==> src/rtl/apb4_master_mux_if.sv <==
// ---------------------------------------------------------------------------
// apb4_master_mux_if
// Bundles the request/response front end and the APB4 bus of apb4_master_mux.
//
// Signals:
//   req_valid/req_ready   request handshake (accepted when both are 1)
//   req_write/addr/wdata/strb/prot   request attributes
//   rsp_valid/rsp_rdata/rsp_err      single-cycle registered response
//   PSEL[NUM_SLV] PENABLE PWRITE PADDR PWDATA PSTRB PPROT   APB4 master outputs
//   PRDATA[NUM_SLV*DATA_WIDTH] PREADY[NUM_SLV] PSLVERR[NUM_SLV]  per-slave inputs
//
// Modports:
//   master : the APB4 master (drives req_ready, rsp_*, P* outputs)
//   slave  : the environment side (system requester + peripheral slaves)
// ---------------------------------------------------------------------------
interface apb4_master_mux_if #(
  parameter int unsigned ADDR_WIDTH = 32,
  parameter int unsigned DATA_WIDTH = 32,
  parameter int unsigned NUM_SLV    = 4
);
  localparam int unsigned STRB_WIDTH = DATA_WIDTH / 8;

  logic                          req_valid;
  logic                          req_ready;
  logic                          req_write;
  logic [ADDR_WIDTH-1:0]         req_addr;
  logic [DATA_WIDTH-1:0]         req_wdata;
  logic [STRB_WIDTH-1:0]         req_strb;
  logic [2:0]                    req_prot;

  logic                          rsp_valid;
  logic [DATA_WIDTH-1:0]         rsp_rdata;
  logic                          rsp_err;

  logic [NUM_SLV-1:0]            PSEL;
  logic                          PENABLE;
  logic                          PWRITE;
  logic [ADDR_WIDTH-1:0]         PADDR;
  logic [DATA_WIDTH-1:0]         PWDATA;
  logic [STRB_WIDTH-1:0]         PSTRB;
  logic [2:0]                    PPROT;
  logic [NUM_SLV*DATA_WIDTH-1:0] PRDATA;
  logic [NUM_SLV-1:0]            PREADY;
  logic [NUM_SLV-1:0]            PSLVERR;

  modport master (
    input  req_valid, req_write, req_addr, req_wdata, req_strb, req_prot,
    output req_ready,
    output rsp_valid, rsp_rdata, rsp_err,
    output PSEL, PENABLE, PWRITE, PADDR, PWDATA, PSTRB, PPROT,
    input  PRDATA, PREADY, PSLVERR
  );

  modport slave (
    output req_valid, req_write, req_addr, req_wdata, req_strb, req_prot,
    input  req_ready,
    input  rsp_valid, rsp_rdata, rsp_err,
    input  PSEL, PENABLE, PWRITE, PADDR, PWDATA, PSTRB, PPROT,
    output PRDATA, PREADY, PSLVERR
  );
endinterface

==> src/rtl/apb4_master_mux.sv <==
// ---------------------------------------------------------------------------
// apb4_master_mux
// APB4 master with an integrated address decoder for NUM_SLV slaves. Takes
// requests on a valid/ready front end, runs one SETUP/ACCESS transfer per
// request and returns one registered response pulse per request. Requests
// whose slave region is outside 0..NUM_SLV-1 get a decode-error response
// without touching the bus.
//
// Ports:
//   PCLK     in   bus clock, rising edge
//   PRESETn  in   asynchronous active-low reset
//   bus      apb4_master_mux_if.master (request, response and APB4 signals)
//
// Optional feature (compile-time macro APB_TIMEOUT_EN):
//   defined   : ACCESS is aborted with an error response after TIMEOUT_CYC
//               consecutive wait cycles of the selected slave
//   undefined : ACCESS waits for PREADY indefinitely
// ---------------------------------------------------------------------------
module apb4_master_mux #(
  parameter int unsigned ADDR_WIDTH   = 32,
  parameter int unsigned DATA_WIDTH   = 32,
  parameter int unsigned NUM_SLV      = 4,
  parameter int unsigned SLV_WIN_BITS = 12,
  parameter int unsigned TIMEOUT_CYC  = 16
) (
  input  logic              PCLK,
  input  logic              PRESETn,
  apb4_master_mux_if.master bus
);

  localparam int unsigned STRB_WIDTH = DATA_WIDTH / 8;
  localparam int unsigned SEL_W      = (NUM_SLV > 1) ? $clog2(NUM_SLV) : 1;

  if (!(DATA_WIDTH == 8 || DATA_WIDTH == 16 || DATA_WIDTH == 32)) begin : g_bad_dw
    $error("apb4_master_mux: DATA_WIDTH must be 8, 16 or 32");
  end
  if (NUM_SLV < 1 || NUM_SLV > 16) begin : g_bad_ns
    $error("apb4_master_mux: NUM_SLV must be 1..16");
  end
  if (TIMEOUT_CYC < 1 || TIMEOUT_CYC > 255) begin : g_bad_to
    $error("apb4_master_mux: TIMEOUT_CYC must be 1..255");
  end

  typedef enum logic [1:0] {
    S_IDLE,
    S_SETUP,
    S_ACCESS,
    S_DECERR
  } state_t;

  state_t                r_state;
  logic [SEL_W-1:0]      r_idx;
  logic [NUM_SLV-1:0]    r_psel;
  logic                  r_penable;
  logic                  r_pwrite;
  logic [ADDR_WIDTH-1:0] r_paddr;
  logic [DATA_WIDTH-1:0] r_pwdata;
  logic [STRB_WIDTH-1:0] r_pstrb;
  logic [2:0]            r_pprot;
  logic                  r_rsp_valid;
  logic [DATA_WIDTH-1:0] r_rsp_rdata;
  logic                  r_rsp_err;
`ifdef APB_TIMEOUT_EN
  localparam logic [7:0] TO_LAST = 8'(TIMEOUT_CYC - 1);
  logic [7:0]            r_wait;
`endif

  logic                  w_sel_ready;
  logic                  w_sel_err;
  logic [DATA_WIDTH-1:0] w_sel_rdata;
  logic [SEL_W-1:0]      w_dec_idx;
  logic                  w_dec_ok;
  logic [NUM_SLV-1:0]    w_dec_onehot;
  logic                  w_done;
  logic                  w_req_ready;
  logic                  w_accept;

  // Slave index is the SEL_W field above the window; the whole upper address
  // is range-checked so that aliases beyond the last slave decode as errors.
  assign w_dec_idx = bus.req_addr[SLV_WIN_BITS +: SEL_W];
  assign w_dec_ok  = ((bus.req_addr >> SLV_WIN_BITS) < ADDR_WIDTH'(NUM_SLV));

  always_comb begin
    w_dec_onehot = '0;
    for (int unsigned i = 0; i < NUM_SLV; i++) begin
      if (w_dec_idx == SEL_W'(i)) w_dec_onehot[i] = 1'b1;
    end
  end

  // Response mux from the slave latched at launch; other slaves are ignored.
  always_comb begin
    w_sel_ready = 1'b0;
    w_sel_err   = 1'b0;
    w_sel_rdata = '0;
    for (int unsigned i = 0; i < NUM_SLV; i++) begin
      if (r_idx == SEL_W'(i)) begin
        w_sel_ready = bus.PREADY[i];
        w_sel_err   = bus.PSLVERR[i];
        w_sel_rdata = bus.PRDATA[i*DATA_WIDTH +: DATA_WIDTH];
      end
    end
  end

  assign w_done      = (r_state == S_ACCESS) && w_sel_ready;
  assign w_req_ready = PRESETn && ((r_state == S_IDLE) || w_done);
  assign w_accept    = bus.req_valid && w_req_ready;

  always_ff @(posedge PCLK or negedge PRESETn) begin
    if (!PRESETn) begin
      r_state     <= S_IDLE;
      r_idx       <= '0;
      r_psel      <= '0;
      r_penable   <= 1'b0;
      r_pwrite    <= 1'b0;
      r_paddr     <= '0;
      r_pwdata    <= '0;
      r_pstrb     <= '0;
      r_pprot     <= '0;
      r_rsp_valid <= 1'b0;
      r_rsp_rdata <= '0;
      r_rsp_err   <= 1'b0;
`ifdef APB_TIMEOUT_EN
      r_wait      <= '0;
`endif
    end else begin
      r_rsp_valid <= 1'b0;

      case (r_state)
        S_IDLE: begin
          r_psel    <= '0;
          r_penable <= 1'b0;
        end
        S_SETUP: begin
          r_penable <= 1'b1;
          r_state   <= S_ACCESS;
`ifdef APB_TIMEOUT_EN
          r_wait    <= '0;
`endif
        end
        S_ACCESS: begin
          if (w_sel_ready) begin
            r_rsp_valid <= 1'b1;
            r_rsp_err   <= w_sel_err;
            if (!r_pwrite) r_rsp_rdata <= w_sel_rdata;
            r_penable   <= 1'b0;
            r_psel      <= '0;
            r_state     <= S_IDLE;
          end
`ifdef APB_TIMEOUT_EN
          else if (r_wait == TO_LAST) begin
            r_rsp_valid <= 1'b1;
            r_rsp_err   <= 1'b1;
            r_penable   <= 1'b0;
            r_psel      <= '0;
            r_state     <= S_IDLE;
          end else begin
            r_wait <= r_wait + 8'd1;
          end
`endif
        end
        S_DECERR: begin
          r_rsp_valid <= 1'b1;
          r_rsp_err   <= 1'b1;
          r_rsp_rdata <= '0;
          r_state     <= S_IDLE;
        end
        default: r_state <= S_IDLE;
      endcase

      // A launch overrides the IDLE fall-back above, which is what gives the
      // back-to-back path out of a completing ACCESS.
      if (w_accept) begin
        if (w_dec_ok) begin
          r_state  <= S_SETUP;
          r_idx    <= w_dec_idx;
          r_psel   <= w_dec_onehot;
          r_paddr  <= bus.req_addr;
          r_pwrite <= bus.req_write;
          r_pwdata <= bus.req_wdata;
          r_pstrb  <= bus.req_write ? bus.req_strb : '0;
          r_pprot  <= bus.req_prot;
        end else begin
          r_state  <= S_DECERR;
          r_psel   <= '0;
        end
      end
    end
  end

  assign bus.req_ready = w_req_ready;
  assign bus.rsp_valid = r_rsp_valid;
  assign bus.rsp_rdata = r_rsp_rdata;
  assign bus.rsp_err   = r_rsp_err;
  assign bus.PSEL      = r_psel;
  assign bus.PENABLE   = r_penable;
  assign bus.PWRITE    = r_pwrite;
  assign bus.PADDR     = r_paddr;
  assign bus.PWDATA    = r_pwdata;
  assign bus.PSTRB     = r_pstrb;
  assign bus.PPROT     = r_pprot;

endmodule

==> src/flat_wrapper.sv <==
// flat-port wrapper written by rule: the top's interface ports become plain ports
module apb4_master_mux_flat 
#(
  parameter int unsigned ADDR_WIDTH   = 32,
  parameter int unsigned DATA_WIDTH   = 32,
  parameter int unsigned NUM_SLV      = 4,
  parameter int unsigned SLV_WIN_BITS = 12,
  parameter int unsigned TIMEOUT_CYC  = 16
)
  (PCLK, PRESETn, bus_req_valid, bus_req_write, bus_req_addr, bus_req_wdata, bus_req_strb, bus_req_prot, bus_req_ready, bus_rsp_valid, bus_rsp_rdata, bus_rsp_err, bus_PSEL, bus_PENABLE, bus_PWRITE, bus_PADDR, bus_PWDATA, bus_PSTRB, bus_PPROT, bus_PRDATA, bus_PREADY, bus_PSLVERR);
  apb4_master_mux_if #(.ADDR_WIDTH(ADDR_WIDTH), .DATA_WIDTH(DATA_WIDTH), .NUM_SLV(NUM_SLV)) bus_i ();
  input  logic PCLK;
  input  logic PRESETn;
  input wire logic [$bits(bus_i.req_valid)-1:0] bus_req_valid;
  input wire logic [$bits(bus_i.req_write)-1:0] bus_req_write;
  input wire logic [$bits(bus_i.req_addr)-1:0] bus_req_addr;
  input wire logic [$bits(bus_i.req_wdata)-1:0] bus_req_wdata;
  input wire logic [$bits(bus_i.req_strb)-1:0] bus_req_strb;
  input wire logic [$bits(bus_i.req_prot)-1:0] bus_req_prot;
  output wire logic [$bits(bus_i.req_ready)-1:0] bus_req_ready;
  output wire logic [$bits(bus_i.rsp_valid)-1:0] bus_rsp_valid;
  output wire logic [$bits(bus_i.rsp_rdata)-1:0] bus_rsp_rdata;
  output wire logic [$bits(bus_i.rsp_err)-1:0] bus_rsp_err;
  output wire logic [$bits(bus_i.PSEL)-1:0] bus_PSEL;
  output wire logic [$bits(bus_i.PENABLE)-1:0] bus_PENABLE;
  output wire logic [$bits(bus_i.PWRITE)-1:0] bus_PWRITE;
  output wire logic [$bits(bus_i.PADDR)-1:0] bus_PADDR;
  output wire logic [$bits(bus_i.PWDATA)-1:0] bus_PWDATA;
  output wire logic [$bits(bus_i.PSTRB)-1:0] bus_PSTRB;
  output wire logic [$bits(bus_i.PPROT)-1:0] bus_PPROT;
  input wire logic [$bits(bus_i.PRDATA)-1:0] bus_PRDATA;
  input wire logic [$bits(bus_i.PREADY)-1:0] bus_PREADY;
  input wire logic [$bits(bus_i.PSLVERR)-1:0] bus_PSLVERR;
  assign bus_i.req_valid = bus_req_valid;
  assign bus_i.req_write = bus_req_write;
  assign bus_i.req_addr = bus_req_addr;
  assign bus_i.req_wdata = bus_req_wdata;
  assign bus_i.req_strb = bus_req_strb;
  assign bus_i.req_prot = bus_req_prot;
  assign bus_req_ready = bus_i.req_ready;
  assign bus_rsp_valid = bus_i.rsp_valid;
  assign bus_rsp_rdata = bus_i.rsp_rdata;
  assign bus_rsp_err = bus_i.rsp_err;
  assign bus_PSEL = bus_i.PSEL;
  assign bus_PENABLE = bus_i.PENABLE;
  assign bus_PWRITE = bus_i.PWRITE;
  assign bus_PADDR = bus_i.PADDR;
  assign bus_PWDATA = bus_i.PWDATA;
  assign bus_PSTRB = bus_i.PSTRB;
  assign bus_PPROT = bus_i.PPROT;
  assign bus_i.PRDATA = bus_PRDATA;
  assign bus_i.PREADY = bus_PREADY;
  assign bus_i.PSLVERR = bus_PSLVERR;
  apb4_master_mux #(.ADDR_WIDTH(ADDR_WIDTH), .DATA_WIDTH(DATA_WIDTH), .NUM_SLV(NUM_SLV), .SLV_WIN_BITS(SLV_WIN_BITS), .TIMEOUT_CYC(TIMEOUT_CYC)) u_core (.PCLK(PCLK), .PRESETn(PRESETn), .bus(bus_i));
endmodule
==> config.mk <==
export PLATFORM = sky130hd
export DESIGN_NAME = apb4_master_mux_flat
export DESIGN_NICKNAME = d
export VERILOG_FILES = /design/src/rtl/apb4_master_mux_if.sv /design/src/rtl/apb4_master_mux.sv /design/src/flat_wrapper.sv
export SDC_FILE = /design/constraint.sdc
export NUM_CORES = 1
export LEC_CHECK = 0
export ABC_AREA = 1
export CORE_ASPECT_RATIO = 0.8
export CORE_MARGIN = 2
export CORE_UTILIZATION = 35
export DETAILED_ROUTE_END_ITERATION = 6
export GPL_TIMING_DRIVEN = 1
export PLACE_DENSITY = 0.84
export SYNTH_ARGS = -nofsm -noshare
export SYNTH_HDL_FRONTEND = slang
export SYNTH_SLANG_ARGS = --single-unit
==> constraint.sdc <==
create_clock -name PCLK -period 1.6 [get_ports PCLK]
set_input_delay 0.4 -clock PCLK [delete_from_list [all_inputs] [get_ports PCLK]]
set_output_delay 0.4 -clock PCLK [all_outputs]
set_load 0.1 [all_outputs]
==> results.json, run 1 <==
{
  "grt.total_usage": 0.2734,
  "yosysTopAreaCell": "dfrtp_1",
  "post-place-cells": 1214,
  "rsz0062_at_grt": "true",
  "ys_seq_elements": 113,
  "hold_violations": 0,
  "setup_viol": 113,
  "finalMaxSlewViolations": 0,
  "r2r_start": "u_core.r_idx[0]",
  "worst_pin_slew_ns": 0.4880,
  "final_cell_mix": "208 x clkdlybuf4s50_1, 168 x nand2_1, 131 x buf_12, 111 x dfrtp_1, 55 x nand4_1",
  "max-vdd-ir-drop_mv": 0.6841,
  "use_met1": 0.3137,
  "gp_congestion": 0.8517,
  "reg2reg_depth": 12,
  "grt_pass1_vias": 6539,
  "cap_violations": 0,
  "cts.htree.levels": 4,
  "worst_setup_path_start_kind": "flip-flop",
  "avgSynthCellArea_um2": 8.261,
  "async_flop_share": 1.000,
  "die_w_um": 145.2,
  "required_ns": 1.20,
  "ys_seq_area_frac": 0.5064,
  "postLayoutCoreUtil": 0.7578,
  "clock-sinks": 113,
  "io_pins": 323,
  "clk_pin_slew_ns": 0.05,
  "dieArea_um2": 16990,
  "synth_area_um2": 5584,
  "num_antenna_cells": 0,
  "core_um2": 15700,
  "layout_commonest_cell": "clkdlybuf4s50_1",
  "power_frac_seq": 0.262,
  "crit_type": "reg2out",
  "ant_nets": 0,
  "dp_slack_ns": -0.4836,
  "hold_class": "in2async",
  "antenna_found_initial": 0,
  "status": "finished with violations",
  "r2r-end": "u_core.bus.PADDR[21]",
  "drt_wl_total_um": 24300,
  "wire_per_inst_um": 19.11,
  "numPortBuffers": 322,
  "area.growth.synth_to_final_pct": 113.0,
  "violations": "negative setup slack",
  "synth_top_area_frac": 0.5064,
  "clock_latency_ns": 0.40,
  "fp.dieH_um": 117.0,
  "drive_gt1_frac": 0.3295,
  "worstSetupEndpointType": "output port",
  "arrival_ns": 1.79,
  "syn_nets": 887,
  "slew_headroom": 0.6747,
  "power_density_nw_per_um2": 1208,
  "synthCells": 676,
  "cts_tree": "yes",
  "met3_usage": 0.1066,
  "viasPerCell": 5.155,
  "first_pass_iters": 5,
  "grt_use_met2": 0.4796,
  "cp_max_fo": 6,
  "p_sw_frac": 0.4208,
  "clock_skew_ns": 0.007054,
  "clock_path_buffers": 2,
  "synth_ff_type": "dfrtp_1",
  "grt_busiest_layer": "met2",
  "cts_buffers": 17,
  "p_clk_frac": 0.261,
  "fin_nets": 1254,
  "dp_hpwl_um": 16320,
  "core.rowCount": 41,
  "p_leak_nw": 5.497,
  "yosys_warnings": 0,
  "fin_cells": 1271,
  "max_freq_mhz": 455.8,
  "synth_edf_count": 0,
  "grt_pass1_wl_um": 36140,
  "drc": 0,
  "grt_max_degree": 86,
  "p_sw_mw": 6.048,
  "worst_slack_ns": -0.5941,
  "timing.final.crit_share": 1.371,
  "post-route-min-period_ns": 2.194,
  "grt-ovfl-total": 0,
  "pwr-share-comb": 0.477,
  "start_util": 0.3557,
  "yosysUniqueCellTypes": 34,
  "synth_area_leaders": "dfrtp_1 51%, nand2_1 17%, nand4_1 6.2%, nand3_1 3.2%, o21ai_0 3.1%",
  "vias": 6552,
  "r2r_slack_ns": -0.37,
  "clockRootBuffer": "clkbuf_16",
  "drtIter0Drc": 336,
  "intPower_mw": 8.326
}
[Yosys cell counts (all sizes together) (6+ instances only)]
master and n:
a21oi 8, buf 27, clkbuf 20, dfrtp 113
inv 40, nand2 250, nand3 38, nand4 57
nor2 20, o21ai 54, o21bai 6, o221ai 6
o22ai 8, o31ai 11, or2 10
[flip-flops by register name, summed over array words and instances (netlist names)]
signal                cells
u_core.bus.PENABLE        1
u_core.bus.PPROT          3
u_core.bus.rsp_rdata     32
u_core.bus.PADDR         31
u_core.bus.rsp_err        1
u_core.bus.PSEL           4
u_core.r_idx              1
u_core.bus.PWDATA        32
u_core.bus.rsp_valid      1
u_core.bus.PSTRB          4
u_core.r_state            2
u_core.bus.PWRITE         1
[power by group through the flow]
stage / clock [mW] / sequential, mW / combinational (mW)
final: 3.75 / 3.76 / 6.86
after global routing: 3.94 / 3.80 / 7.09
after CTS: 3.80 / 3.76 / 6.82
after detailed placement: 0 / 3.80 / 6.69
after global placement: 0 / 3.78 / 6.62
after floorplan: 0 / 6.55 / 0.889
[layer usage]
metal | vias to the layer above | routed length, um
li1 | 3010 | -
met1 | 3141 | 8948
met2 | 345 | 12410
met3 | 56 | 2232
met4 | 0 | 709
met5 | - | 0
[worst max-delay path: stages (launching register included)]
cell and delay, ns:
dfrtp_4 0.56, nor2_4 0.13, nand2_2 0.08, nand3_4 0.08, nand3_4 0.09, a21oi_4 0.23, buf_12 0.21
[area by class of cell]
type                    instances  area (um2)
repair buffers                395        5324
fillers                       972        3802
flip-flops and latches        113        2835
multi-input cells             475        2713
clock buffers                  20       436.7
well taps                     215       269.0
inverters                      41       176.4
clock inverters                12       141.4
[timing repair]
action                                 in CTS  in global routing
endpoints found under the hold margin       1                  0
pin swaps                                   4                 24
cloned                                      8                  4
setup endpoints to repair                 112                115
hold buffers                                1                  0
resized for setup                          37                120
setup buffers                              10                  9
[stage by stage]
stage | power, mW | setup TNS (ns) | hold slack (ns) | cell area (um2)
after global placement | 10.41 | -38.74 | 0.3734 | 10430
after global routing | 14.83 | -39.52 | 0.1180 | 11900
after CTS | 14.38 | -27.06 | 0.1046 | 11450
after floorplan | 7.435 | -26.43 | 0.1044 | 5643
final | 14.37 | -30.41 | 0.08207 | 11900
after detailed placement | 10.49 | -43.46 | 0.3735 | 10430
[how the worst max path moves through the flow]
stage / endpoint / slack, ns / from / cells past startpoint
2_1_floorplan: bus_req_ready / -0.51 / u_core.bus.PADDR[13] / 7
3_3_place_gp: bus_req_ready / -0.43 / bus_PREADY[2] / 6
3_5_place_dp: u_core.bus.PWDATA[11] / -0.48 / bus_PREADY[2] / 8
4_1_cts: bus_req_ready / -0.55 / u_core.r_idx[0] / 6
5_1_grt: bus_req_ready / -0.66 / u_core.r_idx[0] / 6
6_report: bus_req_ready / -0.59 / u_core.r_idx[0] / 6
[cell families (layout without fill, tap and decap cells)]
group           Yosys count  after routing  synth area share
compound gates          100            100            0.1082
flops                   113            113            0.5064
buf+inv                  88            468           0.08246
simple gates            375            375            0.3029
Power figures use the tool's default switching activity.
==> run 2: changes to the inputs <==
Settings changed: CORE_UTILIZATION 35 to 39, PLACE_DENSITY 0.84 to 0.88.
Clock period 1.6 ns to 2.4 ns, I/O delays scaled along.
==> run 2 against run 1 <==
Effect of this change: critical endpoint unchanged; highest routed layer unchanged; power decreased by 40%; setup slack better by 0.56 ns; largest cell class unchanged; global-route usage decreased by 1.2 points; largest power group unchanged; the run still ends with negative setup slack left; clock power is 30% lower; critical path depth unchanged; critical path type is now in2out.
==> results.json, run 2 (synthesized netlist as in run 1, its figures left out) <==
{
  "worst_pin_slew_ns": 0.7460,
  "drt_wl_total_um": 20030,
  "crit_chain": "clkdlybuf4s50_1, o21ai_0, nand3_4, nand3_4, a21oi_4, buf_12",
  "cap_violations": 0,
  "pwr-share-comb": 0.426,
  "cts.htree.levels": 4,
  "setup_viol": 1,
  "numPortBuffers": 322,
  "violations": "negative setup slack",
  "die_w_um": 137.8,
  "grt_max_degree": 59,
  "post-route-min-period_ns": 2.437,
  "r2r_start": "u_core.bus.PADDR[13]",
  "fin_cells": 1199,
  "top_layer": "met4",
  "multi_input_area_um2": 2316,
  "grt-ovfl-total": 0,
  "timing.final.crit_share": 1.016,
  "p_sw_frac": 0.4385,
  "layout_commonest_cell": "nand2_1",
  "grt_pass1_wl_um": 30840,
  "fin_nets": 1213,
  "drive_gt1_frac": 0.2158,
  "design_area_um2": 9454,
  "worst_setup_path_start_kind": "primary input",
  "dieArea_um2": 15300,
  "wl_met1_um": 7457,
  "gp_congestion": 0.8275,
  "clock_latency_ns": 0.41,
  "hold_slack_ns": 0.2388,
  "worstSetupStartpoint": "bus_PREADY[1]",
  "ant_nets": 0,
  "fill_cells": 1150,
  "worstSetupEndpointType": "output port",
  "post-place-cells": 1159,
  "cpMostUsedCell": "nand3_4",
  "clk_pin_slew_ns": 0.05,
  "cts_buffers": 17,
  "grt.total_usage": 0.2614,
  "first_pass_iters": 5,
  "p_clk_frac": 0.302,
  "cp_slowest_stage_delay_ns": 0.47,
  "rsz0062_at_grt": "true",
  "cpMaxStageDelayCell": "clkdlybuf4s50_1",
  "required_ns": 1.80,
  "vias": 6120,
  "drc": 0,
  "final-seq-area_um2": 2835,
  "placed_area_um2": 8756,
  "grt_pass1_vias": 6086,
  "p_sw_mw": 3.803,
  "crit_type": "in2out",
  "max_freq_mhz": 410.3,
  "fin_tns_setup_ns": -0.03732,
  "io_pins": 323,
  "final_cell_mix": "246 x nand2_1, 208 x clkdlybuf4s50_1, 134 x buf_4, 111 x dfrtp_1, 55 x nand4_1",
  "p_leak_nw": 4.772,
  "worst_slack_ns": -0.03732,
  "max-vdd-ir-drop_mv": 1.319,
  "antenna_found_initial": 0,
  "hold_violations": 0,
  "core_um2": 14150,
  "wire_per_inst_um": 16.71,
  "clockRootBuffer": "clkbuf_16",
  "core.rowCount": 39,
  "hold_class": "in2async",
  "area.growth.synth_to_final_pct": 69.30,
  "arrival_ns": 1.84,
  "num_antenna_cells": 0,
  "dp_hpwl_um": 14570,
  "clock_path_buffers": 2,
  "wl_met2_um": 9756,
  "drtIter0Drc": 362,
  "cp_max_fo": 3,
  "intPower_mw": 4.870,
  "finalMaxSlewViolations": 0,
  "viasPerCell": 5.104,
  "power_frac_seq": 0.273,
  "r2r_slack_ns": 0.23,
  "power_density_nw_per_um2": 917.4,
  "fp.dieH_um": 111.0,
  "wl_met3_um": 2060,
  "clock_skew_ns": 0.008039,
  "clock-sinks": 113,
  "cts_tree": "yes",
  "slew_headroom": 0.5021,
  "start_util": 0.3946,
  "status": "finished with violations"
}
## run 2: cell types whose count changed in the layout (fill, tap and decap cells not counted), sizes merged
cell and change:
buf -37, bufbuf -2, bufinv +1, clkbuf -3
clkinvlp -1, dlygate4sd3 +1
## run 2: area by class of cell
type	count	share of cell area
inverter	41	0.01787
timing repair buffer	354	0.3483
clock buffer	20	0.04725
sequential	113	0.2999
clock inverter	12	0.01734
tap	184	0.02435
multi-input combinational	475	0.2450
## run 2: final timing paths
| check | cells past startpoint | end |
|---|---|---|
| max | 6 | bus_req_ready |
| min in group PCLK | 2 | u_core.bus.PADDR[18] |
| min | 2 | u_core.r_idx[0] |
| max reg2reg | 7 | u_core.bus.rsp_rdata[28] |
| max in group asynchronous | 2 | u_core.bus.PWDATA[3] |
| min reg2reg | 2 | u_core.bus.PADDR[18] |
## run 2: layer usage
layer | vias to the layer above | global-route usage
met5 | - | 0
met3 | 61 | 0.09556
met1 | 2858 | 0.3045
met4 | 0 | 0.1170
met2 | 291 | 0.4289
li1 | 2910 | -
## run 2: critical path, delay by kind of cell
kind / cells / cell delay, ns
buf+inv: 2 / 0.67
compound gates: 2 / 0.34
simple gates: 2 / 0.21
## run 2: repair_timing
action / CTS / global route
resized for setup: 2 / 2
buffers inserted: 6 / 0
setup endpoints to repair: 1 / 1
pin swaps: 1 / 1
hold buffers: 0 / 2
hold endpoints to repair: 0 / 3
## run 2: through the flow
stage	power [mW]	setup WS [ns]	util
2_1_floorplan	4.935	0.02908	-
3_3_place_gp	6.039	0.01952	0.6187
3_5_place_dp	6.081	0.007712	0.6187
4_1_cts	8.716	-0.03840	0.6660
5_1_grt	8.996	-0.09534	0.6681
6_report	8.673	-0.03732	0.6681
## run 2: power by group through the flow
stage	Combinational (mW)	Sequential [mW]	Clock [mW]
CTS	3.69	2.37	2.65
global placement	3.65	2.38	0
finish	3.69	2.37	2.62
detailed placement	3.69	2.39	0
global route	3.83	2.40	2.77
floorplan	0.571	4.36	0
